## src/rtl/memory_interface_ctrl.sv

```systemverilog
// Memory interface controller: single/burst read/write to an asynchronous-handshake memory,
// with per-beat programmable wait states and an rdy-low timeout abort.
module memory_interface_ctrl #(
    parameter int ADDR_W      = 8,
    parameter int DATA_W      = 8,
    parameter int BL_W        = 2,
    parameter int WAIT_CYCLES = 2,
    parameter int TIMEOUT     = 16
) (
    input  logic              clk,
    input  logic              reset_n,
    input  logic              req,
    input  logic              rw,
    input  logic [ADDR_W-1:0] addr,
    input  logic [BL_W-1:0]   burst_len,
    input  logic [DATA_W-1:0] wdata,
    input  logic              rdy,
    input  logic [DATA_W-1:0] mem_rdata,
    output logic              oe,
    output logic              we,
    output logic [ADDR_W-1:0] mem_addr,
    output logic [DATA_W-1:0] mem_wdata,
    output logic              beat_done,
    output logic [DATA_W-1:0] rdata,
    output logic              rvalid,
    output logic              busy,
    output logic              done,
    output logic              err,
    output logic [2:0]        present_state
);

    // Wait counter is sized so WAIT_CYCLES=0 still yields a non-zero-width vector.
    localparam int WC_W = $clog2(WAIT_CYCLES + 2);
    localparam int TO_W = $clog2(TIMEOUT + 1);
    localparam logic [WC_W-1:0] WAIT_RELOAD = WC_W'(WAIT_CYCLES);
    localparam logic [TO_W-1:0] TO_LAST     = TO_W'(TIMEOUT - 1);

    typedef enum logic [2:0] {
        S_IDLE  = 3'd0,
        S_CHKRW = 3'd1,
        S_READ  = 3'd2,
        S_WRITE = 3'd3,
        S_DONE  = 3'd4,
        S_ERROR = 3'd5
    } state_e;

    state_e            state_q, state_d;
    logic              rw_q, rw_d;
    logic [ADDR_W-1:0] addr_q, addr_d;
    logic [BL_W-1:0]   blen_q, blen_d;
    logic [BL_W-1:0]   beat_q, beat_d;
    logic [WC_W-1:0]   wait_q, wait_d;
    logic [TO_W-1:0]   to_q, to_d;
    logic [DATA_W-1:0] rdata_q, rdata_d;
    logic              rvalid_q, rvalid_d;
    logic              beat_done_s;

    // State, request latches, counters and read-data registers.
    always_ff @(posedge clk or negedge reset_n) begin
        if (!reset_n) begin
            state_q  <= S_IDLE;
            rw_q     <= 1'b0;
            addr_q   <= '0;
            blen_q   <= '0;
            beat_q   <= '0;
            wait_q   <= '0;
            to_q     <= '0;
            rdata_q  <= '0;
            rvalid_q <= 1'b0;
        end else begin
            state_q  <= state_d;
            rw_q     <= rw_d;
            addr_q   <= addr_d;
            blen_q   <= blen_d;
            beat_q   <= beat_d;
            wait_q   <= wait_d;
            to_q     <= to_d;
            rdata_q  <= rdata_d;
            rvalid_q <= rvalid_d;
        end
    end

    // Next-state logic; rdy is only honoured once the wait counter has drained.
    always_comb begin
        state_d     = state_q;
        rw_d        = rw_q;
        addr_d      = addr_q;
        blen_d      = blen_q;
        beat_d      = beat_q;
        wait_d      = wait_q;
        to_d        = to_q;
        rdata_d     = rdata_q;
        rvalid_d    = 1'b0;
        beat_done_s = 1'b0;
        case (state_q)
            S_IDLE: begin
                if (req) begin
                    rw_d    = rw;
                    addr_d  = addr;
                    blen_d  = burst_len;
                    beat_d  = '0;
                    state_d = S_CHKRW;
                end else begin
                    state_d = S_IDLE;
                end
            end
            S_CHKRW: begin
                state_d = rw_q ? S_READ : S_WRITE;
                wait_d  = WAIT_RELOAD;
                to_d    = '0;
            end
            S_READ, S_WRITE: begin
                if (wait_q != '0) begin
                    wait_d = wait_q - WC_W'(1'b1);
                end else if (rdy) begin
                    beat_done_s = 1'b1;
                    if (state_q == S_READ) begin
                        rdata_d  = mem_rdata;
                        rvalid_d = 1'b1;
                    end else begin
                        rdata_d  = rdata_q;
                    end
                    if (beat_q == blen_q) begin
                        state_d = S_DONE;
                    end else begin
                        beat_d = beat_q + BL_W'(1'b1);
                        wait_d = WAIT_RELOAD;
                        to_d   = '0;
                    end
                end else if (to_q == TO_LAST) begin
                    state_d = S_ERROR;
                end else begin
                    to_d = to_q + TO_W'(1'b1);
                end
            end
            S_DONE:  state_d = S_IDLE;
            S_ERROR: state_d = S_IDLE;
            default: state_d = S_IDLE;
        endcase
    end

    assign oe            = (state_q == S_READ);
    assign we            = (state_q == S_WRITE);
    assign mem_addr      = (state_q == S_IDLE) ? '0 : addr_q + ADDR_W'(beat_q);
    assign mem_wdata     = (state_q == S_WRITE) ? wdata : '0;
    assign beat_done     = beat_done_s;
    assign rdata         = rdata_q;
    assign rvalid        = rvalid_q;
    assign busy          = (state_q != S_IDLE);
    assign done          = (state_q == S_DONE);
    assign err           = (state_q == S_ERROR);
    assign present_state = state_q;

endmodule

```

## config.mk

```make
export PLATFORM = sky130hd
export DESIGN_NAME = memory_interface_ctrl
export DESIGN_NICKNAME = d
export VERILOG_FILES = /design/src/rtl/memory_interface_ctrl.sv
export SDC_FILE = /design/constraint.sdc
export NUM_CORES = 1
export LEC_CHECK = 0
export ABC_AREA = 1
export CAP_MARGIN = 20
export CORE_MARGIN = 2
export CORE_UTILIZATION = 31
export DETAILED_ROUTE_END_ITERATION = 7
export GPL_TIMING_DRIVEN = 0
export PLACE_DENSITY = 0.6
export SYNTH_ARGS = -nofsm -noshare
export SYNTH_HDL_FRONTEND = slang
export SYNTH_SLANG_ARGS = --single-unit
```

## constraint.sdc

```tcl
create_clock -name clk -period 6.3 [get_ports clk]
set_clock_uncertainty 0.2 [all_clocks]
set_input_delay 1.575 -clock clk [delete_from_list [all_inputs] [get_ports clk]]
set_output_delay 1.575 -clock clk [all_outputs]
set_load 0.1 [all_outputs]
```

---- Word level (Yosys, flattened, before mapping) ----
Index checks and enable logic that the tools add are counted.
storage, ports and cells
  output and inout bits ................... 34
  input bits .............................. 31
  register bits after elaboration ......... 32
  word-level logic and storage cells ...... 73
operators by class
  reductions and logical operators ........ 12
  eq/ne operators ......................... 17
  multiplexer cells ....................... 30
  bitwise gates (word level) .............. 1
  add/sub/neg operators ................... 4
operator list
  cell                                                                    count
  5-bit two-way mux                                                       4
  3-bit inequality test (second input constant)                           6
  8-bit two-way mux                                                       2
  2-bit two-way mux                                                       7
  3-bit two-way mux                                                       4
  5-bit one-hot mux with 2 select lines                                   1
  1-bit two-way mux                                                       9
  3-bit one-hot mux with 3 select lines                                   1
  8-bit by 2-bit adder with 8-bit output                                  1
  2-bit inequality test (second input constant)                           4
  2-bit one-hot mux with 2 select lines                                   2
  4-bit AND reduction                                                     2
  3-bit by 2-bit equality test with 1-bit output (second input constant)  2
  3-bit equality test (second input constant)                             2
  3-bit AND reduction                                                     2
  2-bit nonzero test                                                      3
  5-bit by 1-bit adder with 5-bit output (second input constant)          1
  5-bit by 4-bit equality test with 1-bit output (second input constant)  1
  5-bit AND reduction                                                     1
  3-bit by 1-bit equality test with 1-bit output (second input constant)  1
  3-bit zero test                                                         1
  3-bit nonzero test                                                      1
  2-bit by 1-bit adder with 2-bit output (second input constant)          1
  2-bit equality test                                                     1
  other kinds (4)                                                         4

---- Longest topological paths before layout ----
  depth in word-level cells ............... 5
  gate-level depth with buffers ........... 10
  depth with buffers taken out ............ 10

---- Worst setup path after synthesis ----
No wires, ideal clock.
  path type ............................... reg-to-output
  from .................................... reg state_q[1], in the netlist present_state[1]
  to ...................................... out mem_wdata[0]
  stages on the path, launching flop included .. 7
  path buffers ............................ 0
  path slack .............................. 0.576 ns
  data arrival time ....................... 3.949 ns
  required time ........................... 4.525 ns
  cells stage by stage .................... dfrtp_1 -> inv_1 -> nor2_4 -> inv_4 -> nor2_2 -> inv_1 -> nor2_1
on the way
  longest elaborated chain between the ends .. 2
RTL lines
  what                                            RTL line  text
  from (decl)                                     47        state_e state_q, state_d;
  from (signal assigned)                          71        state_q <= state_d;
  3-bit by 2-bit equality test with 1-bit output  n/a
  net we                                          20        output logic we,
  8-bit two-way mux                               145       assign mem_wdata = (state_q == S_WRITE) ? wdata : '0;
  to (decl)                                       22        output logic [DATA_W-1:0] mem_wdata,
The timed path passes the listed nets, and every way through them passes these cells.

---- Final worst setup path ----
  from .................................... in rdy
  to ...................................... out beat_done
on the way
  longest elaborated chain between the ends .. 3
RTL lines
  what               RTL line  text
  from (decl)        17        input logic rdy,
  1-bit two-way mux  115       end else if (rdy) begin
  1-bit two-way mux  113       if (wait_q != '0) begin
  1-bit two-way mux  95        case (state_q)
  to (decl)          23        output logic beat_done,
No other way between the ends.

==> flow_metrics.tcl <==
set metrics [dict create \
    arrival_ns 3.48 \
    fin_crit_sh_pct 83.4 \
    hold_depth 2 \
    grt_max_degree 33 \
    reg2reg_depth 10 \
    grt_pass1_wl_mm 7.18 \
    numClockSinks 32 \
    regArea_um2 801 \
    cts_buffers 5 \
    maxCapViolCount 0 \
    min-delay-path-class "register to register" \
    syn_avg_cell_area_um2 7.19 \
    route.vias.total 1759 \
    post_cts_buffers 0 \
    start_util_pct 32.6 \
    drt-wirelength-per-cell_um 10.8 \
    cts_resized 0 \
    slew_viol_final 0 \
    syn_nets 292 \
    endpoint_kind "primary output" \
    multi_input_area_um2 875 \
    period_minus_slack_ns 5.26 \
    finalNetCount 363 \
    grtUsageTotal_pct 14.3 \
    worstMarginPinSlew_ns 0.987 \
    setup_viol 0 \
    clk_path_buf_depth 2 \
    synth_cell_types 20 \
    post-dp-hpwl_mm 3.33 \
    drive_gt1_share_pct 8.59 \
    pin_count 65 \
    antenna_left 0 \
    insertion_delay_ns 0.28 \
    fillers 583 \
    synth_cells 254 \
    htreeDepth 2 \
    drc 0 \
    final_hold_viol_count 0 \
    synth-edff-count 0 \
    yosysTopAreaCell "dfrtp_1" \
    die_w_um 80.7 \
    fmax_ghz 0.190 \
    reg2reg_setup_slack_ns 4.45 \
    drt_pass1_iterations 4 \
    status "finished clean" \
    synth_seq_cells 32 \
    hold_slack_ns 0.277 \
    slew_headroom_pct 34.0 \
    dieArea_um2 6520 \
    port_buffers 64 \
    drtIter0Drc 50 \
    crit_required_ns 4.53 \
    coreArea_um2 5610 \
    min-delay-start "to_q[4]$_DFFE_PN0P_" \
    num_rows 27 \
    cts_hold_buf 0 \
    ys_warn_count 0 \
    r2r-end "to_q[1]$_DFFE_PN0P_" \
    rsz0062_at_grt "false" \
    cts_tree "built" \
    postRouteWirelength_mm 4.32 \
    synth_area_leaders "dfrtp_1, nand2_1, inv_1" \
    crit_type "input port to primary output" \
    r2r-start "to_q[0]$_DFFE_PN0P_" \
    ys.flop_type "dfrtp_1" \
    gp_congestion 0.805 \
    synth_area_um2 1830 \
    overflow 0 \
    worstSetupStartpointType "input port" \
    grt_antenna_before_repair 0 \
    critPathMaxFanout 4 \
    root_buffer "clkbuf_8" \
    synthArstFlopShare_pct 100 \
    cp-startpoint "rdy" \
    post-route-util_pct 47.7 \
    min_to "to_q[4]$_DFFE_PN0P_" \
    vias_per_cell 4.42 \
    syn2layout_area_growth_pct 46.7 \
    clk_pin_slew_ns 0.07 \
    die_h_um 80.7 \
    tns_ns 0 \
    yosysSeqAreaShare_pct 43.9 \
    grt_pass1_vias 1618 \
    n_antenna_cell 0 \
    yosysTopAreaCellShare_pct 43.9 \
]
==> worst max path at each step <==
stage,to,cells after the start
floorplan,mem_wdata[0],6
global placement,beat_done,4
detailed placement,beat_done,4
CTS,beat_done,4
global route,beat_done,4
finish,beat_done,4
==> kinds of logic after synthesis <==
logic type	count (synthesis)	synth area share [%]
AOI/OAI and AO/OA	17	5.07
buffers and inverters	38	8.22
DFF	32	43.9
and+or+nand+nor	160	37.6
adders and majority gates	7	5.21
==> flip-flops by register name, indices dropped and copies added (netlist names) <==
signal and cells:
addr_q 8, beat_q 2, blen_q 2, present_state 3, rdata 8, rvalid 1, rw_q 1, to_q 5
wait_q 2
==> stage by stage <==
step / worst slack (ns) / std cells / area (um^2)
CTS: 1.03 / 398 / 2680
detailed placement: 1.03 / 390 / 2550
global placement: 1.02 / 390 / 2560
floorplan: 0.576 / 254 / 1830
global route: 0.955 / 398 / 2680
finish: 1.04 / 398 / 2680
==> cells in the final DEF, fill, tap and decap left out, types with 6 or more instances in the layout <==
| cell type | count |
|---|---|
| nor2_1 | 32 |
| clkbuf_8 | 7 |
| ha_1 | 6 |
| dfrtp_1 | 32 |
| nand3_1 | 21 |
| a21oi_1 | 11 |
| clkdlybuf4s50_1 | 63 |
| nand2_1 | 90 |
| inv_1 | 33 |
==> worst max-delay path, cell delays in order <==
cell and delay (ns):
clkdlybuf4s50_1 0.54, nand2_1 0.09, nor2_1 0.12, clkdlybuf4s50_1 1.14
==> synth_stat cells, types with 2 or more instances <==
cell type  number
nand3_1        21
nand2_1        90
buf_2           2
ha_1            6
inv_1          33
o21ai_0         5
inv_4           2
nor2_1         32
nand4_1         2
nand2_2         5
dfrtp_1        32
nor3_1          2
nor2_4          3
nor2_2          3
a21oi_1        11
==> routing by layer <==
metal / vias up / GRT usage, % / routed length, um
met1: 798 / 17.4 / 1950
met2: 29 / 24.5 / 2170
li1: 930 / - / -
met4: 0 / 5.08 / 35
met3: 2 / 3.78 / 157
met5: - / 0 / 0
==> final cells by class <==
class / count / share of cell area [%]
Buffer: 2 / 0.374
Tap cell: 72 / 3.36
Inverter: 36 / 5.23
Multi-Input combinational cell: 184 / 32.7
Timing Repair Buffer: 64 / 23.7
Sequential cell: 32 / 29.9
Clock inverter: 1 / 1.12
Clock buffer: 7 / 3.60
Power is not shown: default switching activity piles up to over one toggle a cycle in this logic, so the estimate is an artifact.
